--- src/rtl/cva6_config_pkg.sv ---
// Configuration constants, register map and response type shared by the
// configuration info responder and its response FIFO.
package cva6_config_pkg;

    // Core configuration (default build: RV64 with C and A extensions)
    localparam int unsigned CVA6ConfigXlen           = 64;
    localparam bit          CVA6ConfigFpuEn          = 1'b0;
    localparam bit          CVA6ConfigF16En          = 1'b0;
    localparam bit          CVA6ConfigF16AltEn       = 1'b0;
    localparam bit          CVA6ConfigF8En           = 1'b0;
    localparam bit          CVA6ConfigFVecEn         = 1'b0;
    localparam bit          CVA6ConfigCvxifEn        = 1'b0;
    localparam bit          CVA6ConfigCExtEn         = 1'b1;
    localparam bit          CVA6ConfigAExtEn         = 1'b1;
    localparam bit          CVA6ConfigFetchUserEn    = 1'b0;
    localparam bit          CVA6ConfigDataUserEn     = 1'b0;
    localparam bit          CVA6ConfigRenameEn       = 1'b0;
    localparam int unsigned CVA6ConfigFetchUserWidth = CVA6ConfigXlen;
    localparam int unsigned CVA6ConfigDataUserWidth  = CVA6ConfigXlen;

    // Extension bitmap layout
    localparam int unsigned CfgBitsW     = 11;
    localparam int unsigned BitFpu       = 0;
    localparam int unsigned BitF16       = 1;
    localparam int unsigned BitF16Alt    = 2;
    localparam int unsigned BitF8        = 3;
    localparam int unsigned BitFVec      = 4;
    localparam int unsigned BitCvxif     = 5;
    localparam int unsigned BitC         = 6;
    localparam int unsigned BitA         = 7;
    localparam int unsigned BitFetchUser = 8;
    localparam int unsigned BitDataUser  = 9;
    localparam int unsigned BitRename    = 10;

    // Register map byte offsets
    localparam logic [7:0] OffVersion   = 8'h00;
    localparam logic [7:0] OffXlen      = 8'h08;
    localparam logic [7:0] OffCfgBits   = 8'h10;
    localparam logic [7:0] OffFetchUser = 8'h18;
    localparam logic [7:0] OffDataUser  = 8'h20;
    localparam logic [7:0] OffScratch   = 8'h28;

    localparam logic [15:0] CfgVersion = 16'h0001;

    // Response payload is sized for the widest supported XLEN
    localparam int unsigned RspDataW = 64;

    typedef struct packed {
        logic [RspDataW-1:0] data;
        logic                err;
    } cfg_rsp_t;

    // Assemble the extension bitmap from the individual enables
    function automatic logic [CfgBitsW-1:0] cfg_bits_from_enables();
        logic [CfgBitsW-1:0] bits;
        bits               = '0;
        bits[BitFpu]       = CVA6ConfigFpuEn;
        bits[BitF16]       = CVA6ConfigF16En;
        bits[BitF16Alt]    = CVA6ConfigF16AltEn;
        bits[BitF8]        = CVA6ConfigF8En;
        bits[BitFVec]      = CVA6ConfigFVecEn;
        bits[BitCvxif]     = CVA6ConfigCvxifEn;
        bits[BitC]         = CVA6ConfigCExtEn;
        bits[BitA]         = CVA6ConfigAExtEn;
        bits[BitFetchUser] = CVA6ConfigFetchUserEn;
        bits[BitDataUser]  = CVA6ConfigDataUserEn;
        bits[BitRename]    = CVA6ConfigRenameEn;
        return bits;
    endfunction

    localparam logic [CfgBitsW-1:0] CVA6ConfigBits = cfg_bits_from_enables();

endpackage

--- src/rtl/cfg_resp_fifo.sv ---
// Two-entry response FIFO with synchronous active-high reset.
// The caller guarantees push only when space exists (or a pop coincides)
// and pop only when non-empty.
module cfg_resp_fifo
    import cva6_config_pkg::*;
(
    input  logic       clk_i,
    input  logic       rst_i,
    input  logic       push_i,
    input  cfg_rsp_t   data_i,
    input  logic       pop_i,
    output logic [1:0] count_o,
    output cfg_rsp_t   head_o
);

    cfg_rsp_t   mem_q [2];
    logic       wr_ptr_q, wr_ptr_d;
    logic       rd_ptr_q, rd_ptr_d;
    logic [1:0] count_q, count_d;

    // Pointer and occupancy register with synchronous reset
    always_ff @(posedge clk_i) begin
        // NOTE: non-blocking assignments keep every flop sampling pre-edge values.
        if (rst_i) begin
            wr_ptr_q <= 1'b0;
            rd_ptr_q <= 1'b0;
            count_q  <= 2'd0;
        end else begin
            wr_ptr_q <= wr_ptr_d;
            rd_ptr_q <= rd_ptr_d;
            count_q  <= count_d;
        end
    end

    // Storage write; entries are only observed through a non-zero count
    always_ff @(posedge clk_i) begin
        // NOTE: storage is deliberately not reset; stale entries are unreachable once count is 0.
        if (push_i) begin
            mem_q[wr_ptr_q] <= data_i;
        end
    end

    // Next pointers and count; pointers wrap naturally as 1-bit values
    always_comb begin
        // NOTE: defaults first so no path leaves a variable unassigned (no latches).
        wr_ptr_d = wr_ptr_q;
        rd_ptr_d = rd_ptr_q;
        count_d  = count_q;
        if (push_i) begin
            wr_ptr_d = ~wr_ptr_q;
        end
        if (pop_i) begin
            rd_ptr_d = ~rd_ptr_q;
        end
        case ({push_i, pop_i})
            2'b10:   count_d = count_q + 2'd1;
            2'b01:   count_d = count_q - 2'd1;
            default: count_d = count_q;
        endcase
    end

    assign count_o = count_q;
    assign head_o  = mem_q[rd_ptr_q];

endmodule

--- src/rtl/config_info_responder.sv ---
// Read-mostly configuration register block answering a req/gnt bus with
// in-order responses through a 2-deep FIFO, plus one RW scratch register.
module config_info_responder
    import cva6_config_pkg::*;
#(
    parameter int unsigned          XLEN         = CVA6ConfigXlen,
    parameter logic [CfgBitsW-1:0]  CFG_BITS     = CVA6ConfigBits,
    parameter int unsigned          FETCH_USER_W = CVA6ConfigFetchUserWidth,
    parameter int unsigned          DATA_USER_W  = CVA6ConfigDataUserWidth
) (
    input  logic            clk_i,
    input  logic            rst_i,
    input  logic            req_i,
    input  logic            we_i,
    input  logic [7:0]      addr_i,
    input  logic [XLEN-1:0] wdata_i,
    output logic            gnt_o,
    output logic            rvalid_o,
    output logic [XLEN-1:0] rdata_o,
    output logic            err_o,
    input  logic            rready_i
);

    logic [XLEN-1:0] scratch_q, scratch_d;
    logic            scratch_we;
    cfg_rsp_t        rsp_d;
    cfg_rsp_t        head;
    logic [1:0]      count;
    logic            pop;

    assign pop      = rvalid_o && rready_i;
    assign rvalid_o = (count != 2'd0);
    // A full FIFO can still accept a request when the head leaves this cycle
    assign gnt_o    = req_i && ((count < 2'd2) || ((count == 2'd2) && pop));

    // Decode the request into its response and any scratch update
    always_comb begin
        rsp_d      = '0;
        scratch_we = 1'b0;
        case (addr_i)
            OffVersion:   if (we_i) rsp_d.err = 1'b1; else rsp_d.data = RspDataW'(CfgVersion);
            OffXlen:      if (we_i) rsp_d.err = 1'b1; else rsp_d.data = RspDataW'(XLEN);
            OffCfgBits:   if (we_i) rsp_d.err = 1'b1; else rsp_d.data = RspDataW'(CFG_BITS);
            OffFetchUser: if (we_i) rsp_d.err = 1'b1; else rsp_d.data = RspDataW'(FETCH_USER_W);
            OffDataUser:  if (we_i) rsp_d.err = 1'b1; else rsp_d.data = RspDataW'(DATA_USER_W);
            OffScratch:   if (we_i) scratch_we = 1'b1; else rsp_d.data = RspDataW'(scratch_q);
            default:      rsp_d.err = 1'b1;
        endcase
    end

    // Scratch takes the write data on the granting edge
    always_comb begin
        scratch_d = scratch_q;
        if (gnt_o && scratch_we) begin
            scratch_d = wdata_i;
        end
    end

    // Scratch register with synchronous reset
    always_ff @(posedge clk_i) begin
        if (rst_i) begin
            scratch_q <= '0;
        end else begin
            scratch_q <= scratch_d;
        end
    end

    cfg_resp_fifo u_fifo (
        .clk_i   (clk_i),
        .rst_i   (rst_i),
        .push_i  (gnt_o && !rst_i),
        .data_i  (rsp_d),
        .pop_i   (pop),
        .count_o (count),
        .head_o  (head)
    );

    // Mask the head so outputs read as zero whenever nothing is pending
    assign rdata_o = rvalid_o ? head.data[XLEN-1:0] : '0;
    assign err_o   = rvalid_o ? head.err : 1'b0;

endmodule

--- config.mk ---
export PLATFORM = sky130hd
export DESIGN_NAME = config_info_responder
export DESIGN_NICKNAME = d
export VERILOG_FILES = /design/src/rtl/cva6_config_pkg.sv /design/src/rtl/cfg_resp_fifo.sv /design/src/rtl/config_info_responder.sv
export SDC_FILE = /design/constraint.sdc
export NUM_CORES = 1
export LEC_CHECK = 0
export BUFFER_PORTS_ARGS = -buffer_cell sky130_fd_sc_hd__buf_2
export CORE_ASPECT_RATIO = 1.75
export CORE_MARGIN = 10
export CORE_UTILIZATION = 45
export CTS_BUF_LIST = sky130_fd_sc_hd__clkbuf_8 sky130_fd_sc_hd__clkbuf_16
export DETAILED_ROUTE_END_ITERATION = 12
export PLACE_DENSITY = 0.69
export SYNTH_ARGS = -nofsm -noshare
export SYNTH_HDL_FRONTEND = slang
export SYNTH_HIERARCHICAL = 1
export SYNTH_SLANG_ARGS = --single-unit
--- constraint.sdc ---
create_clock -name clk_i -period 4.41 [get_ports clk_i]
set_clock_uncertainty 0.2 [all_clocks]
set_input_delay 0.6615 -clock clk_i [delete_from_list [all_inputs] [get_ports clk_i]]
set_output_delay 0.6615 -clock clk_i [all_outputs]
set_load 0.02 [all_outputs]
==> flow_metrics.tcl, run 1 <==
set metrics [dict create \
    grt_pass1_wl_mm 28.2 \
    ys_types 33 \
    met2_usage_pct 25.7 \
    ys_ff_latch 199 \
    tns_ps 0 \
    post-route-drc-count 0 \
    grt_overflow 0 \
    numPortBuffers 143 \
    holdPathStages 2 \
    die_h_um 206 \
    drv_cap 0 \
    yosys_warnings 6 \
    fin_crit_sh_pct 68.9 \
    core_area_um2 19300 \
    die-area_um2 25900 \
    yosysTopAreaCellShare_pct 44.1 \
    cts_resized 0 \
    max_slew_margin_pct 29.8 \
    hold_buffers 0 \
    ys_top_cells_by_area "edfxtp_1, dfxtp_1, and2_1" \
    initial_core_util_pct 45.9 \
    powerDensity_nw_per_um2 492 \
    area_growth_pct 15.7 \
    fmax_ghz 0.329 \
    use_met1_pct 14.0 \
    cts_buffers 17 \
    io_pins 144 \
    hp-class "reg -> reg" \
    drive_gt1_share_pct 31.8 \
    tritoncts "yes" \
    hold_viol 0 \
    antenna_cells 0 \
    power.leakage_nw 3.89 \
    use_met3_pct 3.40 \
    final_util_pct 53.2 \
    reg2regPathDepth 6 \
    wl_per_cell_um 17.0 \
    critPathKind "reg -> out" \
    setup_viol 0 \
    rsz0062_at_grt "no" \
    drt_first_pass_iters 4 \
    synth.cell_area_um2 8860 \
    dp_hpwl_mm 11.6 \
    antenna_found_initial 0 \
    nets 866 \
    ctsHtreeMaxLevel 4 \
    grt.busiest_layer "met2" \
    clockBufferDepth 2 \
    path_max_fanout 67 \
    vias 5085 \
    yosysTopAreaCell "edfxtp_1" \
    maxSlewViolCount 0 \
    grt_pass1_vias 5531 \
    start_kind "flip-flop" \
    clock_latency_ps 430 \
    ir_drop_uv 251 \
    min_period_ps 3040 \
    worstMarginPinSlew_ps 1050 \
    postSynthCellCount 663 \
    cts.sinks 199 \
    cp.arrival_ps 2180 \
    ff2ff_setup_slack_ps 1680 \
    drt_wl_total_mm 17.7 \
    grt_start_max_net_pins 134 \
    gp_congestion 0.776 \
    root_buffer "clkbuf_16" \
    end_kind "primary output" \
    die_w_um 126 \
    ys_seq_area_share_pct 59.7 \
    grt_usage_pct 13.7 \
    drtIter0Drc 196 \
    avgViaCountPerCell 4.88 \
    rows 67 \
    postCtsSetupBuffers 0 \
    crit_required_ps 3550 \
    synth_area_per_cell_um2 13.4 \
    cts.clk_slew.worst_paths_ps 70 \
    synth_fp_nets 741 \
    status "finished clean" \
    antenna_left 0 \
]
[cell families after synthesis]
family | after synthesis | synth area share, %
simple gates | 276 | 19.7
flops | 199 | 59.7
mux | 129 | 15.5
buf+inv | 44 | 3.63
compound gates | 10 | 0.989
xor+xnor | 4 | 0.396
fa+ha+maj | 1 | 0.141
[state kept, by name (all words and copies together), names as in the netlist, named ones only]
| register | cells |
|---|---|
| u_fifo/mem_q | 130 |
| scratch_q | 64 |
| u_fifo/count_o | 2 |
| u_fifo/rd_ptr_q | 1 |
| u_fifo/wr_ptr_q | 1 |
[metal layers]
layer | up-vias | part of all wire (%)
li1 | 2516 | -
met1 | 2450 | 40
met2 | 97 | 54
met3 | 22 | 3.7
met4 | 0 | 1.9
met5 | - | 0
[worst max-delay path, stage by stage (launching register included)]
cell and delay (ps):
dfxtp_1 410, or2_2 850, and2_1 300, buf_2 190
[layout make-up]
| class | count | area (um2) |
|---|---|---|
| inverters | 3 | 11.3 |
| clock buffers | 18 | 439 |
| well taps | 241 | 302 |
| clock inverters | 14 | 178 |
| repair buffers | 147 | 771 |
| fillers | 1681 | 9030 |
| multi-input cells | 420 | 3260 |
| flip-flops and latches | 199 | 5290 |
[cell usage after synthesis]
master     count
nand2b_1     128
and3_1         1
nand3b_2       1
a221oi_1       1
or2_2          2
or3_4          1
ha_1           1
mux2i_1       64
nand2b_2       1
nand2_1        1
nor2b_1        1
a21boi_0       2
or3_1          2
inv_1          3
dfxtp_1       69
nand4_1        1
o21ai_0        3
edfxtp_1     130
mux2_2        65
a2111o_1       1
xor2_1         1
clkbuf_1      27
buf_12         7
a21oi_1        2
buf_4          1
a2111oi_4      1
buf_6          5
buf_2          1
nand4bb_2      1
nor2_1         7
nor4_4         1
and2_1       128
xnor2_1        3
[path summary, 6_finish.rpt]
check                                  end                      startpoint
min reg2reg      scratch_q[1]$_SDFFE_PP0P_       scratch_q[1]$_SDFFE_PP0P_
min              scratch_q[1]$_SDFFE_PP0P_       scratch_q[1]$_SDFFE_PP0P_
max reg2reg  u_fifo/mem_q[0][57]$_DFFE_PP_  u_fifo/count_o[0]$_SDFFE_PP0P_
max                            rdata_o[51]  u_fifo/count_o[1]$_SDFFE_PP0P_
[layout by cell type, fill, tap and decap left out, types with 3 or more instances in the layout]
cell type  instances
dfxtp_1           68
o21ai_0            3
nand2b_1         128
inv_8              5
mux2_2            65
nor2_1             6
buf_2            143
and2_1           127
clkinv_4           3
edfxtp_1         130
inv_1              3
inv_6              4
mux2i_1           64
xnor2_1            3
clkbuf_16         17
[power breakdown]
group / internal (W) / switching, W / leakage, nW
Clock: 0.000881 / 0.000719 / 0.306
Sequential: 0.00205 / 0.000114 / 1.85
Combinational: 0.000540 / 0.000744 / 1.74
Total: 0.00347 / 0.00158 / 3.89
[through the flow]
| stage | cell area, um2 | std cells | total power [W] | worst slack [ps] | hold WS [ps] |
|---|---|---|---|---|---|
| 6_report | 10300 | 1042 | 0.00505 | 1370 | 270 |
| 2_1_floorplan | 8860 | 663 | 0.00310 | 427 | 244 |
| 3_3_place_gp | 9630 | 1010 | 0.00351 | 1530 | 254 |
| 3_5_place_dp | 9630 | 1010 | 0.00353 | 1370 | 260 |
| 5_1_grt | 10300 | 1042 | 0.00528 | 1190 | 261 |
| 4_1_cts | 10300 | 1042 | 0.00513 | 1290 | 260 |
No activity file was read; power rests on OpenSTA's default activity.
==> run 2, diff against run 1 <==
==> constraint.sdc (replaced) <==
create_clock -name clk_i -period 2.55 [get_ports clk_i]
set_clock_uncertainty 0.2 [all_clocks]
set_input_delay 0.3825 -clock clk_i [delete_from_list [all_inputs] [get_ports clk_i]]
set_output_delay 0.3825 -clock clk_i [all_outputs]
set_load 0.02 [all_outputs]
==> run 2 against run 1 <==
  * Total power increased by 75%
  * Non-clock buffer count up 22
  * Global-route usage increased by 0.39 points
  * Largest cell class unchanged
==> flow_metrics.tcl, run 2 (synthesized netlist as in run 1, its figures left out) <==
set metrics [dict create \
    wl_per_cell_um 17.2 \
    clock_latency_ps 430 \
    rows 67 \
    ir_drop_uv 490 \
    grt_pass1_vias 5709 \
    die-area_um2 25900 \
    cp.depth 4 \
    gp_congestion 0.769 \
    min_period_ps 2410 \
    cts_buffers 17 \
    drtIter0Drc 204 \
    critPathKind "reg -> out" \
    fmax_ghz 0.414 \
    grt_pass1_wl_mm 29.1 \
    antenna_found_initial 0 \
    cp.arrival_ps 1830 \
    setup_viol 0 \
    cts.sinks 199 \
    powerDensity_nw_per_um2 840 \
    critPathTopFamily "flip-flops" \
    power.leakage_nw 4.01 \
    hold_viol 0 \
    ctsHtreeMaxLevel 4 \
    crit_path_end "rdata_o[21]" \
    crit_required_ps 1970 \
    die_h_um 206 \
    tritoncts "yes" \
    drt_wl_total_mm 18.3 \
    root_buffer "clkbuf_16" \
    grt_overflow 0 \
    die_w_um 126 \
    dp_hpwl_mm 12.1 \
    antenna_left 0 \
    fin_crit_sh_pct 94.6 \
    hp-class "in -> reg" \
    drt_first_pass_iters 4 \
    avgViaCountPerCell 4.86 \
    regMostFlops "u_fifo/mem_q" \
    post-route-drc-count 0 \
    io_pins 144 \
    drive_gt1_share_pct 32.4 \
    timing.rr.start "u_fifo/count_o[0]$_SDFFE_PP0P_" \
    initial_core_util_pct 45.9 \
    grt_usage_pct 14.0 \
    grt_start_max_net_pins 134 \
    start_kind "flip-flop" \
    nets 888 \
    cpMaxStageDelayCell "dfxtp_4" \
    vias 5175 \
    maxSlewViolCount 0 \
    drv_cap 0 \
    crit_buf_inv 2 \
    cts.clk_slew.worst_paths_ps 70 \
    core_area_um2 19300 \
    area_growth_pct 18.8 \
    numPortBuffers 143 \
    layout_commonest_cell "buf_2" \
    crit_chain "buf_12 > mux2_2 > and2_1 > buf_2" \
    reg2regPathDepth 7 \
    path_max_fanout 24 \
    largest_reg_flops 130 \
    final_cell_mix "buf_2, edfxtp_1, nand2b_1" \
    antenna_cells 0 \
    r2r-end "u_fifo/count_o[1]$_SDFFE_PP0P_" \
    status "finished clean" \
    finalPower_w 0.00884 \
    rsz0062_at_grt "no" \
    ff2ff_setup_slack_ps 490 \
    max_slew_margin_pct 68.3 \
    tns_ps 0 \
    end_kind "primary output" \
    critical_path.max_stage_delay_ps 500 \
    clockBufferDepth 2 \
    worstMarginPinSlew_ps 476 \
]
## run 2: cell count changes in the layout (fill, tap and decap cells not counted), moves of 2 or more
cell and delta:
buf_12 +5, dlygate4sd3_1 +13, buf_4 +2, buf_6 +2
## run 2: worst reg2reg max path, delay by kind of cell, from the launching register on
| kind | cells | cell delay (ps) |
|---|---|---|
| buffers and inverters | 1 | 70 |
| and+or+nand+nor | 3 | 750 |
| DFF | 1 | 360 |
| adders and majority gates | 1 | 340 |
| AOI/OAI and AO/OA | 2 | 280 |
## run 2: area by class of cell
class | instances | area (um2)
well taps | 241 | 302
clock inverters | 14 | 155
repair buffers | 169 | 1040
inverters | 3 | 11.3
fillers | 1627 | 8760
clock buffers | 18 | 439
flip-flops and latches | 199 | 5290
multi-input cells | 420 | 3290
## run 2: power breakdown
group | internal [W] | switching (W) | leakage (nW)
Clock | 0.00142 | 0.00126 | 0.291
Sequential | 0.00354 | 0.0000904 | 1.85
Combinational | 0.00107 | 0.00145 | 1.87
## run 2: how the worst min path moves through the flow
stage          depth (start not counted)                        from                    endpoint
3_3_place_gp                           2  scratch_q[24]$_SDFFE_PP0P_  scratch_q[24]$_SDFFE_PP0P_
4_1_cts                                3                 wdata_i[59]  scratch_q[59]$_SDFFE_PP0P_
2_1_floorplan                          2  scratch_q[10]$_SDFFE_PP0P_  scratch_q[10]$_SDFFE_PP0P_
3_5_place_dp                           2  scratch_q[25]$_SDFFE_PP0P_  scratch_q[25]$_SDFFE_PP0P_
5_1_grt                                3                 wdata_i[15]  scratch_q[15]$_SDFFE_PP0P_
6_report                               3                 wdata_i[59]  scratch_q[59]$_SDFFE_PP0P_
## run 2: stage by stage
stage	util (%)	hold slack (ps)	setup WS, ps	cells	cell area, um2
2_1_floorplan	-	244	1.94	663	8890
3_3_place_gp	50.7	253	422	1018	9780
3_5_place_dp	50.7	257	341	1018	9780
4_1_cts	54.5	1.98	79.3	1064	10500
5_1_grt	54.6	9.50	62.8	1064	10500
6_report	54.6	17.8	137	1064	10500
## run 2: repair_timing
| item | in CTS | in global routing |
|---|---|---|
| setup buffers | 1 | 0 |
| cloned | 0 | 0 |
| gates resized for setup | 0 | 1 |
| endpoints found under the setup margin | 9 | 3 |
| hold endpoints to repair | 13 | 0 |
| hold buffers | 13 | 0 |
## run 2: metal layers
metal  part of all wire, %  vias to the layer above  GRT usage, %
met5                     0                        -             0
met4                   2.2                        0          6.16
met3                   3.4                       19          2.73
met2                    54                      102          26.3
met1                    40                     2497          14.8
li1                      -                     2557             -
==> run 3, diff against run 2 <==
--- a/config.mk
+++ b/config.mk
@@ -12,6 +12,7 @@
 export CTS_BUF_LIST = sky130_fd_sc_hd__clkbuf_8 sky130_fd_sc_hd__clkbuf_16
 export DETAILED_ROUTE_END_ITERATION = 12
 export PLACE_DENSITY = 0.69
+export RECOVER_POWER = 50
 export SYNTH_ARGS = -nofsm -noshare
 export SYNTH_HDL_FRONTEND = slang
 export SYNTH_HIERARCHICAL = 1
==> run 3 against run 2 <==
  * Sequential share of layout area increased by 0.37 points
  * Clock power about the same
  * Wire length hardly changed
  * Non-clock buffer count did not move
  * Total power is 0.15% lower
  * Setup slack lost 2.2 ps
  * Via count up 0.12%
  * Die area stayed put
  * Critical path depth did not move
  * Critical endpoint is now rdata_o[18]
  * Largest cell class unchanged
==> flow_metrics.tcl, run 3 (synthesized netlist as in run 1, its figures left out) <==
set metrics [dict create \
    antenna_found_initial 0 \
    critPathTopFamily "flip-flops" \
    path_max_fanout 24 \
    numPortBuffers 143 \
    grt_pass1_wl_mm 29.1 \
    clockBufferDepth 2 \
    gp_congestion 0.769 \
    grt_overflow 0 \
    root_buffer "clkbuf_16" \
    dpl_cell_area_um2 9780 \
    post-route-drc-count 0 \
    io_pins 144 \
    cp.arrival_ps 1830 \
    maxSlewViolCount 0 \
    avgViaCountPerCell 4.87 \
    area_growth_pct 17.9 \
    crit_buf_inv 2 \
    die_h_um 206 \
    setup_viol 0 \
    die-area_um2 25900 \
    hold_viol 0 \
    status "finished clean" \
    grt_pass1_vias 5709 \
    tritoncts "yes" \
    start_kind "flip-flop" \
    max_slew_margin_pct 25.2 \
    ctsHtreeMaxLevel 4 \
    reg2regPathDepth 6 \
    hp-class "in -> reg" \
    final_cell_mix "buf_2, edfxtp_1, nand2b_1" \
    drt_first_pass_iters 4 \
    tns_ps 0 \
    vias 5181 \
    clock_latency_ps 430 \
    drtIter0Drc 198 \
    fmax_ghz 0.414 \
    rsz0062_at_grt "no" \
    die_w_um 126 \
    cts.clk_slew.worst_paths_ps 70 \
    nFillCells 1640 \
    critical_path.max_stage_delay_ps 500 \
    antenna_left 0 \
    largest_reg_flops 130 \
    grt_usage_pct 14.0 \
    drive_gt1_share_pct 31.6 \
    final_util_pct 54.2 \
    critPathKind "reg -> out" \
    drv_cap 0 \
    stdcell_area_um2 10400 \
    holdPathStages 3 \
    core_area_um2 19300 \
    drt_wl_total_mm 18.3 \
    cts.sinks 199 \
    wl_per_cell_um 17.2 \
    end_kind "primary output" \
    layout_commonest_cell "buf_2" \
    grt_start_max_net_pins 134 \
    crit_required_ps 1970 \
    min_period_ps 2420 \
    ir_drop_uv 491 \
    cts_buffers 17 \
    powerDensity_nw_per_um2 845 \
    cp.depth 4 \
    cpMaxStageDelayCell "dfxtp_4" \
    power.leakage_nw 3.96 \
    finalPower_w 0.00882 \
    worstMarginPinSlew_ps 1120 \
    antenna_cells 0 \
    initial_core_util_pct 45.9 \
    nets 888 \
    rows 67 \
    dp_hpwl_mm 12.1 \
    fin_crit_sh_pct 94.7 \
    hold_ws_ps 18.0 \
    regMostFlops "u_fifo/mem_q" \
    crit_chain "buf_12 > mux2_2 > and2_1 > buf_2" \
]
run 3: changes by cell type in the layout (fill, tap and decap cells not counted), sizes merged:
| cell | delta |
|---|---|
| buf | -4 |
| clkbuf | +4 |
run 3: layout make-up:
class / count / area (um2) / area share, %
Sequential cell: 199 / 5290 / 50.6
Multi-Input combinational cell: 420 / 3250 / 31.1
Timing Repair Buffer: 169 / 998 / 9.56
Clock buffer: 18 / 439 / 4.21
Tap cell: 241 / 302 / 2.89
Clock inverter: 14 / 155 / 1.49
Inverter: 3 / 11.3 / 0.108
run 3: per-layer routing:
metal	vias to the layer above	part of all wire (%)	track usage (%)
met5	-	0	0
met4	0	2.2	6.16
met3	19	3.5	2.73
met2	103	55	26.3
met1	2499	40	14.8
li1	2560	-	-
run 3: worst paths after layout:
check                                               startpoint                            end  slack (ps)
worst max register to register  u_fifo/count_o[0]$_SDFFE_PP0P_  u_fifo/mem_q[0][62]$_DFFE_PP_         230
worst min-delay path                               wdata_i[59]     scratch_q[59]$_SDFFE_PP0P_          20
worst min register to register      scratch_q[49]$_SDFFE_PP0P_     scratch_q[49]$_SDFFE_PP0P_         270
worst max-delay path                                 flip-flop                    rdata_o[18]         130
run 3: worst register-to-register path: stages (launching register included):
cell      delay (ps)
dfxtp_1          360
nand2b_4         180
a21boi_4         140
nor2b_1          260
inv_1            110
nor2_1           250
clkbuf_2         460
run 3: repair_timing:
item	in CTS	in global routing
endpoints found under the hold margin	13	0
buffers inserted	1	0
setup endpoints to repair	9	3
gates resized for setup	0	1
pin swaps	0	0
hold buffers	13	0
run 3: metrics by stage:
step                      setup WS (ps)  instances
after floorplan                    1.94        663
after global placement              422       1018
after detailed placement            341       1018
final                               135       1064
after CTS                          79.3       1064
after global routing               31.7       1064
run 3: where the power goes:
part	switching, W	total [W]	internal [W]
combinational	0.00145	0.00251	0.00106
clock	0.00126	0.00268	0.00142
sequential	0.0000889	0.00363	0.00354
